**src/rtl/sprite_scanner_if.sv**
```systemverilog
// rtl/sprite_scanner_if.sv - pixel-write stream between sprite_scanner and the buffer writer
interface sprite_scanner_if #(
  parameter int X_W     = 9,
  parameter int Y_W     = 8,
  parameter int COLOR_W = 3
);
  logic               out_valid;
  logic               out_ready;
  logic [X_W-1:0]     ox;
  logic [Y_W-1:0]     oy;
  logic [COLOR_W-1:0] ocolor;

  modport master (output out_valid, ox, oy, ocolor, input out_ready);
  modport slave  (input out_valid, ox, oy, ocolor, output out_ready);
endinterface

```
**src/rtl/sprite_scanner.sv**
```systemverilog
// rtl/sprite_scanner.sv - sprite bounding-box walker emitting masked pixel writes
// Optional screen clipping: define SPRITE_SCANNER_CLIP_EN.
module sprite_scanner #(
  parameter int X_W      = 9,
  parameter int Y_W      = 8,
  parameter int COLOR_W  = 3,
  parameter int SPR_W    = 16,
  parameter int SPR_H    = 21,
  parameter int SCREEN_W = 320,
  parameter int SCREEN_H = 240
) (
  input  logic               clk,
  input  logic               reset,
  input  logic               start,
  input  logic [X_W-1:0]     x_in,
  input  logic [Y_W-1:0]     y_in,
  input  logic [COLOR_W-1:0] color_in,
  input  logic               mode,
  output logic               busy,
  output logic               done,
  sprite_scanner_if.master   pix
);
  localparam int CW = (SPR_W > 1) ? $clog2(SPR_W) : 1;
  localparam int RW = (SPR_H > 1) ? $clog2(SPR_H) : 1;
  localparam logic [CW-1:0] COL_LAST = CW'(SPR_W - 1);
  localparam logic [RW-1:0] ROW_LAST = RW'(SPR_H - 1);

  if (SPR_W < 1 || SPR_H < 1 || SCREEN_W < 1 || SCREEN_H < 1) begin : g_bad_param
    $error("sprite_scanner: sizes must be at least 1");
  end

  typedef enum logic [1:0] {IDLE, SCAN, DRAIN, DONE} state_t;

  state_t             state;
  logic [X_W-1:0]     x0;
  logic [Y_W-1:0]     y0;
  logic [COLOR_W-1:0] color;
  logic               mode_q;
  logic [CW-1:0]      col;
  logic [RW-1:0]      row;
  logic               slot_free;
  logic               in_mask;
  logic [X_W-1:0]     px;
  logic [Y_W-1:0]     py;

  assign slot_free = !pix.out_valid || pix.out_ready;
  assign px        = x0 + X_W'(col);
  assign py        = y0 + Y_W'(row);

`ifdef SPRITE_SCANNER_CLIP_EN
  // Clip on the unwrapped sum so an origin near the edge never wraps onto the screen.
  logic [31:0] x_full, y_full;
  assign x_full  = 32'(x0) + 32'(col);
  assign y_full  = 32'(y0) + 32'(row);
  assign in_mask = (!mode_q || (32'(col) <= 32'(row)))
                   && (x_full < 32'(SCREEN_W)) && (y_full < 32'(SCREEN_H));
`else
  assign in_mask = !mode_q || (32'(col) <= 32'(row));
`endif

  always_ff @(posedge clk) begin
    if (reset) begin
      state         <= IDLE;
      busy          <= 1'b0;
      done          <= 1'b0;
      pix.out_valid <= 1'b0;
      pix.ox        <= '0;
      pix.oy        <= '0;
      pix.ocolor    <= '0;
      x0            <= '0;
      y0            <= '0;
      color         <= '0;
      mode_q        <= 1'b0;
      col           <= '0;
      row           <= '0;
    end else begin
      case (state)
        IDLE: begin
          if (start) begin
            x0     <= x_in;
            y0     <= y_in;
            color  <= color_in;
            mode_q <= mode;
            col    <= '0;
            row    <= '0;
            busy   <= 1'b1;
            state  <= SCAN;
          end
        end
        SCAN: begin
          if (slot_free) begin
            pix.out_valid <= in_mask;
            if (in_mask) begin
              pix.ox     <= px;
              pix.oy     <= py;
              pix.ocolor <= color;
            end
            if (col == COL_LAST) begin
              col <= '0;
              if (row == ROW_LAST) begin
                row   <= '0;
                state <= DRAIN;
              end else begin
                row <= row + 1'b1;
              end
            end else begin
              col <= col + 1'b1;
            end
          end
        end
        DRAIN: begin
          if (slot_free) begin
            pix.out_valid <= 1'b0;
            busy          <= 1'b0;
            done          <= 1'b1;
            state         <= DONE;
          end
        end
        DONE: begin
          done  <= 1'b0;
          state <= IDLE;
        end
        default: state <= IDLE;
      endcase
    end
  end
endmodule

```
**src/flat_wrapper.sv**
```systemverilog
// flat-port wrapper written by rule: the top's interface ports become plain ports
module sprite_scanner_flat 
#(
  parameter int X_W      = 9,
  parameter int Y_W      = 8,
  parameter int COLOR_W  = 3,
  parameter int SPR_W    = 16,
  parameter int SPR_H    = 21,
  parameter int SCREEN_W = 320,
  parameter int SCREEN_H = 240
)
  (clk, reset, start, x_in, y_in, color_in, mode, busy, done, pix_out_valid, pix_ox, pix_oy, pix_ocolor, pix_out_ready);
  sprite_scanner_if #(.X_W(X_W), .Y_W(Y_W), .COLOR_W(COLOR_W)) pix_i ();
  input  logic clk;
  input  logic reset;
  input  logic start;
  input  logic [X_W-1:0] x_in;
  input  logic [Y_W-1:0] y_in;
  input  logic [COLOR_W-1:0] color_in;
  input  logic mode;
  output logic busy;
  output logic done;
  output wire logic [$bits(pix_i.out_valid)-1:0] pix_out_valid;
  output wire logic [$bits(pix_i.ox)-1:0] pix_ox;
  output wire logic [$bits(pix_i.oy)-1:0] pix_oy;
  output wire logic [$bits(pix_i.ocolor)-1:0] pix_ocolor;
  input wire logic [$bits(pix_i.out_ready)-1:0] pix_out_ready;
  assign pix_out_valid = pix_i.out_valid;
  assign pix_ox = pix_i.ox;
  assign pix_oy = pix_i.oy;
  assign pix_ocolor = pix_i.ocolor;
  assign pix_i.out_ready = pix_out_ready;
  sprite_scanner #(.X_W(X_W), .Y_W(Y_W), .COLOR_W(COLOR_W), .SPR_W(SPR_W), .SPR_H(SPR_H), .SCREEN_W(SCREEN_W), .SCREEN_H(SCREEN_H)) u_core (.clk(clk), .reset(reset), .start(start), .x_in(x_in), .y_in(y_in), .color_in(color_in), .mode(mode), .busy(busy), .done(done), .pix(pix_i));
endmodule
```
**config.mk**
```make
export PLATFORM = sky130hd
export DESIGN_NAME = sprite_scanner_flat
export DESIGN_NICKNAME = d
export VERILOG_FILES = /design/src/rtl/sprite_scanner_if.sv /design/src/rtl/sprite_scanner.sv /design/src/flat_wrapper.sv
export SDC_FILE = /design/constraint.sdc
export NUM_CORES = 1
export LEC_CHECK = 0
export CAP_MARGIN = 30
export CELL_PAD_IN_SITES_DETAIL_PLACEMENT = 0
export CELL_PAD_IN_SITES_GLOBAL_PLACEMENT = 1
export CORE_ASPECT_RATIO = 0.75
export CORE_UTILIZATION = 35
export DETAILED_ROUTE_END_ITERATION = 7
export PLACE_DENSITY = 0.87
export SETUP_SLACK_MARGIN = 0.05
export SYNTH_ARGS = -nofsm -noshare
export SYNTH_HDL_FRONTEND = slang
export SYNTH_SLANG_ARGS = --single-unit
```
**constraint.sdc**
```tcl
create_clock -name clk -period 2 [get_ports clk]
set_input_delay 0.2 -clock clk [delete_from_list [all_inputs] [get_ports clk]]
set_output_delay 0.2 -clock clk [all_outputs]
set_load 0.01 [all_outputs]
```
==> impl_results.md, run 1 <==
* Final Hold Viols at 0
* RSZ-0062 raised after global routing: yes
* Post-synth top area cell: dfxtp_1
* Outcome: finished, final reports clean
* Fmax at 523.5 MHz
* # rows at 27
* Final period util at 95.51%
* CP arrival at 2.11 ns
* Layout Skew at 0.007683 ns
* Switching part of the total at 37.01%
* Largest net degree at the start of global routing at 30
* Die area at slightly above 0.008 mm^2
* Final Max Slew Viols at 0
* Worst-path clk slew at around 0.10 ns
* Post-CTS Hold Buffers at 0
* Lkg Pwr at 1.439 nW
* DRT iter0 DRCs at 134
* DPL Wire Length at 4885 um
* Slew HR at a little over two thirds
* Die span in y at ~79 um
* CTS sink count at 55
* Clk Latency, worst-skew pair at 0.31 ns
* # IOs at 48
* Yosys warns at 0
* DRC viols at 0
* Final worst slack at about 0.09 ns
* Final core utilization at 50.11%
* Setup CP Type: register to register
* Worst min-delay path class: input pin to register
* CTS tree: yes
* Cells after DPL at 482
* Vias in the first global route at 2389
* Nets@finish at 438
* Cell Int Power at 2.842 mW
* Synth top area share at 39.55%
* Post-Syn Instances at 330
* Slew @ Worst Pin at roughly 0.45 ns
* Worst vdd ir at roughly 0.74 mV
* Setup crit end kind: register
* WL final at 7045 um
* Pwr dens at 1195 mW/mm^2
* First-pass GRT wire length at about 11000 um
* Initial Utilization at 36.95%
* Die width at 105.0 um
* Worst setup SP type: register
* Max capacitance violation total at 0
* Synth-to-Final Area Change at 35.60%
* Routed vias at roughly 2500
* Routed vias/inst at 5.055
* Worst Path Required at 2.20 ns
* Initial antenna violation count at 0
* Seq pwr share at between 30% and 40%
* Post-Synthesis Net Count at 377
* Port Buffers at 47
* Post-synth cell types at 43
* Synth area leaders: dfxtp_1 40%, ha_1 9.0%, nand2_1 7.1%, a21oi_1 6.7%, nor2_1 4.6%
* P_sw at 1.670 mW
* Clk pwr share at 17.4%
* Final min period at ~1.9 ns
* Clk buf depth at 2
* Tot GR Track Use at 16.71%
* Clock Root Buffer: clkbuf_8
* Ant diodes at 0
* Drt pass-1 iters at 4
* Register area share after synthesis at 39.55%
* Cell area after synthesis at between 0.002 and 0.003 mm^2
* Core area at 0.007533 mm^2
* Post-DR wirelength/cell at about 14 um
* Worst-path fanout max at 6
* Post-Route Setup TNS at 0 ns
* GRT Residual Overflow at 0
* Pre-CTS setup slack at ~0.017 ns
* Share of power burned in combinational logic at just under 50%
* Placer Congestion at 0.8309
* Share of post-route cells with drive strength above 1 at 17.35%
* Setup-failing EPs final at 0
* #FFs+latches synth at 55
* DRT antenna net count at 0
* Synth Area per Inst at 8.436 um^2
* Num CTS Buffers at 5
* Final non-filler cell total at about 490
* R2R Setup Slk at 0.09 ns
* Htree depth at 2
## worst max-delay path, stage by stage (launching register included)
cell      delay (ns)
dfxtp_2         0.33
inv_1           0.11
ha_4            0.22
and4_4          0.19
o311ai_4        0.31
o31ai_4         0.18
buf_12          0.18
mux2i_2         0.18
nor2_1          0.08
## path summary, 6_finish.rpt
kind | startpoint | endpoint | cells after the start
max | u_core.row[1]$_SDFFE_PP0P_ | u_core.pix.ocolor[0]$_SDFFE_PP0P_ | 8
min reg2reg | u_core.color[2]$_SDFFE_PP0P_ | u_core.color[2]$_SDFFE_PP0P_ | 2
min | reset | u_core.pix.oy[5]$_SDFFE_PP0P_ | 3
max reg2reg | u_core.row[1]$_SDFFE_PP0P_ | u_core.pix.ocolor[0]$_SDFFE_PP0P_ | 8
## flip-flops by register name, indices dropped and copies added, names as in the netlist, 2 cells and up
| name | cells |
|---|---|
| u_core.pix.ox | 9 |
| u_core.x0 | 9 |
| u_core.pix.oy | 8 |
| u_core.y0 | 8 |
| u_core.row | 5 |
| u_core.col | 4 |
| u_core.color | 3 |
| u_core.pix.ocolor | 3 |
| u_core.state | 2 |
## metrics by stage
step | total power, mW | hold WS [ns] | instance area (um^2)
after floorplan | 2.715 | 0.3360 | 2784
after global placement | 3.435 | 0.4423 | 3470
after detailed placement | 3.483 | 0.4467 | 3470
after CTS | 4.274 | 0.2365 | 3591
after global routing | 4.792 | 0.2625 | 3775
final | 4.512 | 0.2465 | 3775
## power groups by stage
stage / clock [mW] / combinational, mW / sequential (mW)
finish: 0.784 / 2.18 / 1.55
global placement: 0 / 1.88 / 1.55
floorplan: 0 / 1.12 / 1.59
global route: 0.849 / 2.36 / 1.59
detailed placement: 0 / 1.92 / 1.56
CTS: 0.808 / 1.93 / 1.54
## cells in the mapped netlist
| cell type | n |
|---|---|
| o31ai_4 | 1 |
| or2_4 | 1 |
| nor3_1 | 2 |
| nand4b_1 | 2 |
| a31o_1 | 1 |
| nor2_1 | 34 |
| xor2_1 | 5 |
| xnor2_1 | 6 |
| a211o_1 | 1 |
| a311oi_2 | 1 |
| o311ai_2 | 1 |
| nand3_1 | 11 |
| inv_1 | 16 |
| a22oi_1 | 2 |
| nor2b_1 | 5 |
| o21a_1 | 1 |
| and3_1 | 2 |
| o31ai_1 | 1 |
| a211oi_4 | 1 |
| nor3b_1 | 1 |
| buf_2 | 2 |
| o31ai_2 | 2 |
| and4_1 | 1 |
| clkbuf_1 | 10 |
| o21ai_0 | 8 |
| nor2_2 | 1 |
| buf_6 | 1 |
| ha_1 | 20 |
| a21o_1 | 2 |
| nand4_1 | 1 |
| dfxtp_1 | 55 |
| mux2i_1 | 12 |
| buf_4 | 1 |
| o21ai_1 | 9 |
| o211ai_1 | 1 |
| and2_1 | 1 |
| nand2_2 | 1 |
| nand2b_1 | 3 |
| or4_1 | 1 |
| a211oi_1 | 11 |
| nand2_1 | 53 |
| fa_1 | 2 |
| a21oi_1 | 37 |
## metal layers
metal  wire (um)  global-route usage [%]
met1        3507                   21.69
met2        3159                   27.95
met3         295                   3.366
met4          83                   5.493
met5           0                       0
## placed cells by master (no fill, tap or decap), types with 2 or more instances in the layout
cell,Yosys,routed
nand2b_1,3,2
xnor2_1,6,6
inv_1,16,14
ha_4,0,4
o31ai_2,2,2
mux2i_2,0,2
and3_1,2,2
o21ai_1,9,9
a211oi_1,11,11
xor2_1,5,5
buf_4,1,16
nor3_1,2,2
clkbuf_16,0,2
ha_1,20,15
nor2b_1,5,5
nor2_1,34,34
mux2i_1,12,10
nand2_1,53,53
a21oi_1,37,32
inv_2,0,2
a21oi_2,0,5
dfxtp_2,0,9
clkbuf_8,0,6
nand3_1,11,11
buf_12,0,2
nand4b_1,2,2
a21o_1,2,2
o21ai_0,8,7
dfxtp_1,55,46
clkdlybuf4s50_1,0,46
## logic make-up (layout without fill, tap and decap cells)
kind of cell | Yosys count | in the layout | synth area share [%]
XOR/XNOR | 11 | 11 | 3.461
adder cells (fa/ha/maj) | 22 | 22 | 10.43
multiplexers | 12 | 12 | 4.315
buffers and inverters | 30 | 92 | 4.540
AO/OA/AOI/OAI | 80 | 80 | 18.70
flip-flops | 55 | 55 | 39.55
AND/OR/NAND/NOR | 120 | 120 | 19.01
## what timing repair did
item                       in CTS  in global routing
setup buffers                   0                  1
pin swaps                       0                  8
cloned                          0                  2
gates resized for setup         1                 32
setup endpoints to repair       2                 22
## cell type report
class,count,area [um^2]
fill,736,3759
multi-input combinational,245,1672
sequential,55,1112
timing repair buffer,68,686.9
tap,101,126.4
clock buffer,6,82.58
inverter,16,60.06
clock inverter,2,35.03
Note: power is estimated with default switching activity, not from simulation.
==> run 2: changes to the inputs <==
Settings changed: RECOVER_POWER set to 50.
==> run 2 against run 1 <==
  * Sequential share of layout area hardly changed
  * Utilization hardly changed
  * Fmax hardly changed
  * Critical path depth stayed put
  * Global-route usage stayed put
  * Hold slack hardly changed
  * Clock-buffer cell count stayed put
  * Total power is 1.4% lower
  * Routed wire length is 0.11% lower
  * Design area hardly changed
  * Critical path type unchanged
  * Critical endpoint unchanged
==> impl_results.md, run 2 (synthesized netlist as in run 1, its figures left out) <==
* CTS sink count at 55 (unchanged)
* Placer Congestion at 0.8309 (unchanged)
* Outcome: finished, final reports clean (unchanged)
* Max capacitance violation total at 0 (unchanged)
* Initial antenna violation count at 0 (unchanged)
* Switching part of the total at 37.38% (was 37.01%)
* Pwr dens at 1179 mW/mm^2 (was 1195 mW/mm^2)
* Worst Hold Depth at 3 (unchanged)
* Worst-path fanout max at 6 (unchanged)
* Clk buf depth at 2 (unchanged)
* Die span in y at 79.24 um (unchanged)
* GRT Residual Overflow at 0 (unchanged)
* Final non-filler cell total at 493 (unchanged)
* CTS tree: yes (unchanged)
* Largest regs: u_core.pix.ox (9), u_core.x0 (9) (unchanged)
* Worst-path clk slew at 0.10 ns (about the same)
* Htree depth at 2 (unchanged)
* Die width at 105.0 um (unchanged)
* R2R Setup Slk at 0.09 ns (about the same)
* Largest net degree at the start of global routing at 30 (unchanged)
* Most common cell after layout, fill and taps aside: nand2_1 (unchanged)
* Ant diodes at 0 (unchanged)
* Core area at 0.007533 mm^2 (unchanged)
* Lkg Pwr at 1.509 nW (was 1.439 nW)
* Post-DR wirelength/cell at 14.27 um (was 14.29 um)
* DRT iter0 DRCs at 139 (was 134)
* Reg2reg start: u_core.row[1]$_SDFFE_PP0P_ (unchanged)
* Final core utilization at 50.07% (was 50.11%)
* # rows at 27 (unchanged)
* Vias in the first global route at 2389 (unchanged)
* Post-Layout Inst Area at 0.003772 mm^2 (was 0.003775 mm^2)
* Worst Path Required at 2.20 ns (about the same)
* Cell Int Power at 2.786 mW (was 2.842 mW)
* DRT antenna net count at 0 (unchanged)
* Die area at 0.008318 mm^2 (unchanged)
* First-pass GRT wire length at 11000 um (unchanged)
* Slew @ Worst Pin at 0.5131 ns (was 0.4483 ns)
* Setup CP Type: register to register (unchanged)
* Clock Root Buffer: clkbuf_8 (unchanged)
* P_sw at 1.663 mW (was 1.670 mW)
* Initial Utilization at 36.95% (unchanged)
* RSZ-0062 raised after global routing: yes (unchanged)
* Num CTS Buffers at 5 (unchanged)
* Seq pwr share at 34.7% (was 34.4%)
* Final Hold Viols at 0 (unchanged)
* Clk pwr share at 17.6% (was 17.4%)
* Final Max Slew Viols at 0 (unchanged)
* Worst Hold Endpoint: u_core.pix.oy[5]$_SDFFE_PP0P_ (unchanged)
* Post-Route Setup TNS at 0 ns (unchanged)
* Worst min-delay path class: input pin to register (unchanged)
* Layout Skew at 0.007511 ns (was 0.007683 ns)
* Worst vdd ir at 0.7205 mV (was 0.7399 mV)
* Final period util at 95.46% (was 95.51%)
* Tot GR Track Use at 16.71% (unchanged)
* Cells after DPL at 482 (unchanged)
* Drt pass-1 iters at 4 (unchanged)
* # IOs at 48 (unchanged)
* Fmax at 523.8 MHz (was 523.5 MHz)
* Setup-failing EPs final at 0 (unchanged)
* DRC viols at 0 (unchanged)
* CP arrival at 2.11 ns (about the same)
* DPL Wire Length at 4885 um (unchanged)
* Hold Startpoint: reset (unchanged)
* WL final at 7037 um (was 7045 um)
* Routed vias at 2497 (was 2492)
* Critical path launch point: u_core.row[1]$_SDFFE_PP0P_ (unchanged)
* FF-to-FF End: u_core.pix.ocolor[0]$_SDFFE_PP0P_ (unchanged)
* Routed vias/inst at 5.065 (was 5.055)
* Share of power burned in combinational logic at 47.7% (was 48.2%)
* Port Buffers at 47 (unchanged)
* Setup crit end kind: register (unchanged)
* Synth-to-Final Area Change at 35.51% (was 35.60%)
* Fillcell total at 737 (was 736)
* Nets@finish at 438 (unchanged)
* Placed Area at 0.003470 mm^2 (unchanged)
* Share of post-route cells with drive strength above 1 at 17.35% (unchanged)
* Final min period at 1.909 ns (was 1.910 ns)
* Slew HR at 65.80% (was 70.11%)
* Worst setup SP type: register (unchanged)
* Most frequent cells in the layout: 53 x nand2_1, 46 x dfxtp_1, 34 x nor2_1 (was 53 x nand2_1, 46 x clkdlybuf4s50_1, 46 x dfxtp_1)
* Clk Latency, worst-skew pair at 0.31 ns (about the same)
* Worst Reg-to-Reg Cells at 8 (unchanged)
run 2: cell count changes in the layout (fill, tap and decap cells not counted):
cell             delta
dlygate4sd3_1      +23
clkbuf_2            +1
buf_4               -1
clkdlybuf4s50_1    -23
run 2: area by class of cell:
| class | count | area, um^2 | share of cell area [%] |
|---|---|---|---|
| timing repair buffer | 68 | 684.4 | 18.14 |
| clock inverter | 2 | 35.03 | 0.9287 |
| multi-input combinational | 245 | 1672 | 44.31 |
| tap | 101 | 126.4 | 3.350 |
| sequential | 55 | 1112 | 29.49 |
| clock buffer | 6 | 82.58 | 2.189 |
| inverter | 16 | 60.06 | 1.592 |
run 2: per-layer routing:
layer / global-route usage [%] / up-vias / part of all wire (%)
met5: 0 / - / 0
met4: 5.493 / 0 / 1.2
met3: 3.366 / 9 / 4.2
met2: 27.95 / 62 / 45
met1: 21.69 / 1179 / 50
li1: - / 1247 / -
run 2: worst max-delay path by stage:
stage / endpoint / slack [ns] / cells past startpoint
floorplan: u_core.pix.ox[8]$_SDFFE_PP0P_ / 0.09 / 8
global placement: u_core.pix.ox[8]$_SDFFE_PP0P_ / 0.07 / 8
detailed placement: u_core.pix.ox[8]$_SDFFE_PP0P_ / 0.02 / 8
CTS: u_core.pix.ocolor[0]$_SDFFE_PP0P_ / 0.05 / 7
global route: u_core.pix.oy[1]$_SDFFE_PP0P_ / 0.03 / 8
finish: u_core.pix.ocolor[0]$_SDFFE_PP0P_ / 0.09 / 8
run 2: power groups by stage:
stage | clock network [mW] | registers, mW | logic (mW)
floorplan | 0 | 1.59 | 1.12
global placement | 0 | 1.55 | 1.88
detailed placement | 0 | 1.56 | 1.92
CTS | 0.808 | 1.54 | 1.93
global route | 0.849 | 1.58 | 2.30
finish | 0.783 | 1.55 | 2.12
run 2: worst max-delay path, cell delays in order (launching register included):
cell      delay, ns
dfxtp_2        0.33
inv_1          0.11
ha_4           0.22
and4_4         0.19
o311ai_4       0.31
o31ai_4        0.18
buf_12         0.18
mux2i_2        0.18
nor2_1         0.08
run 2: through the flow:
step	hold slack, ns	setup WS (ns)	total power, mW
floorplan	0.3360	0.09013	2.715
global placement	0.4423	0.07488	3.435
detailed placement	0.4467	0.01720	3.483
CTS	0.2365	0.05126	4.274
global route	0.2625	0.02998	4.731
finish	0.2465	0.09073	4.449
run 2: repair_timing:
action	4_1_cts	5_1_grt
hold buffers	0	0
endpoints found under the setup margin	2	22
resized for setup	1	32
setup buffers	0	1
pin swaps	0	8
cloned	0	2
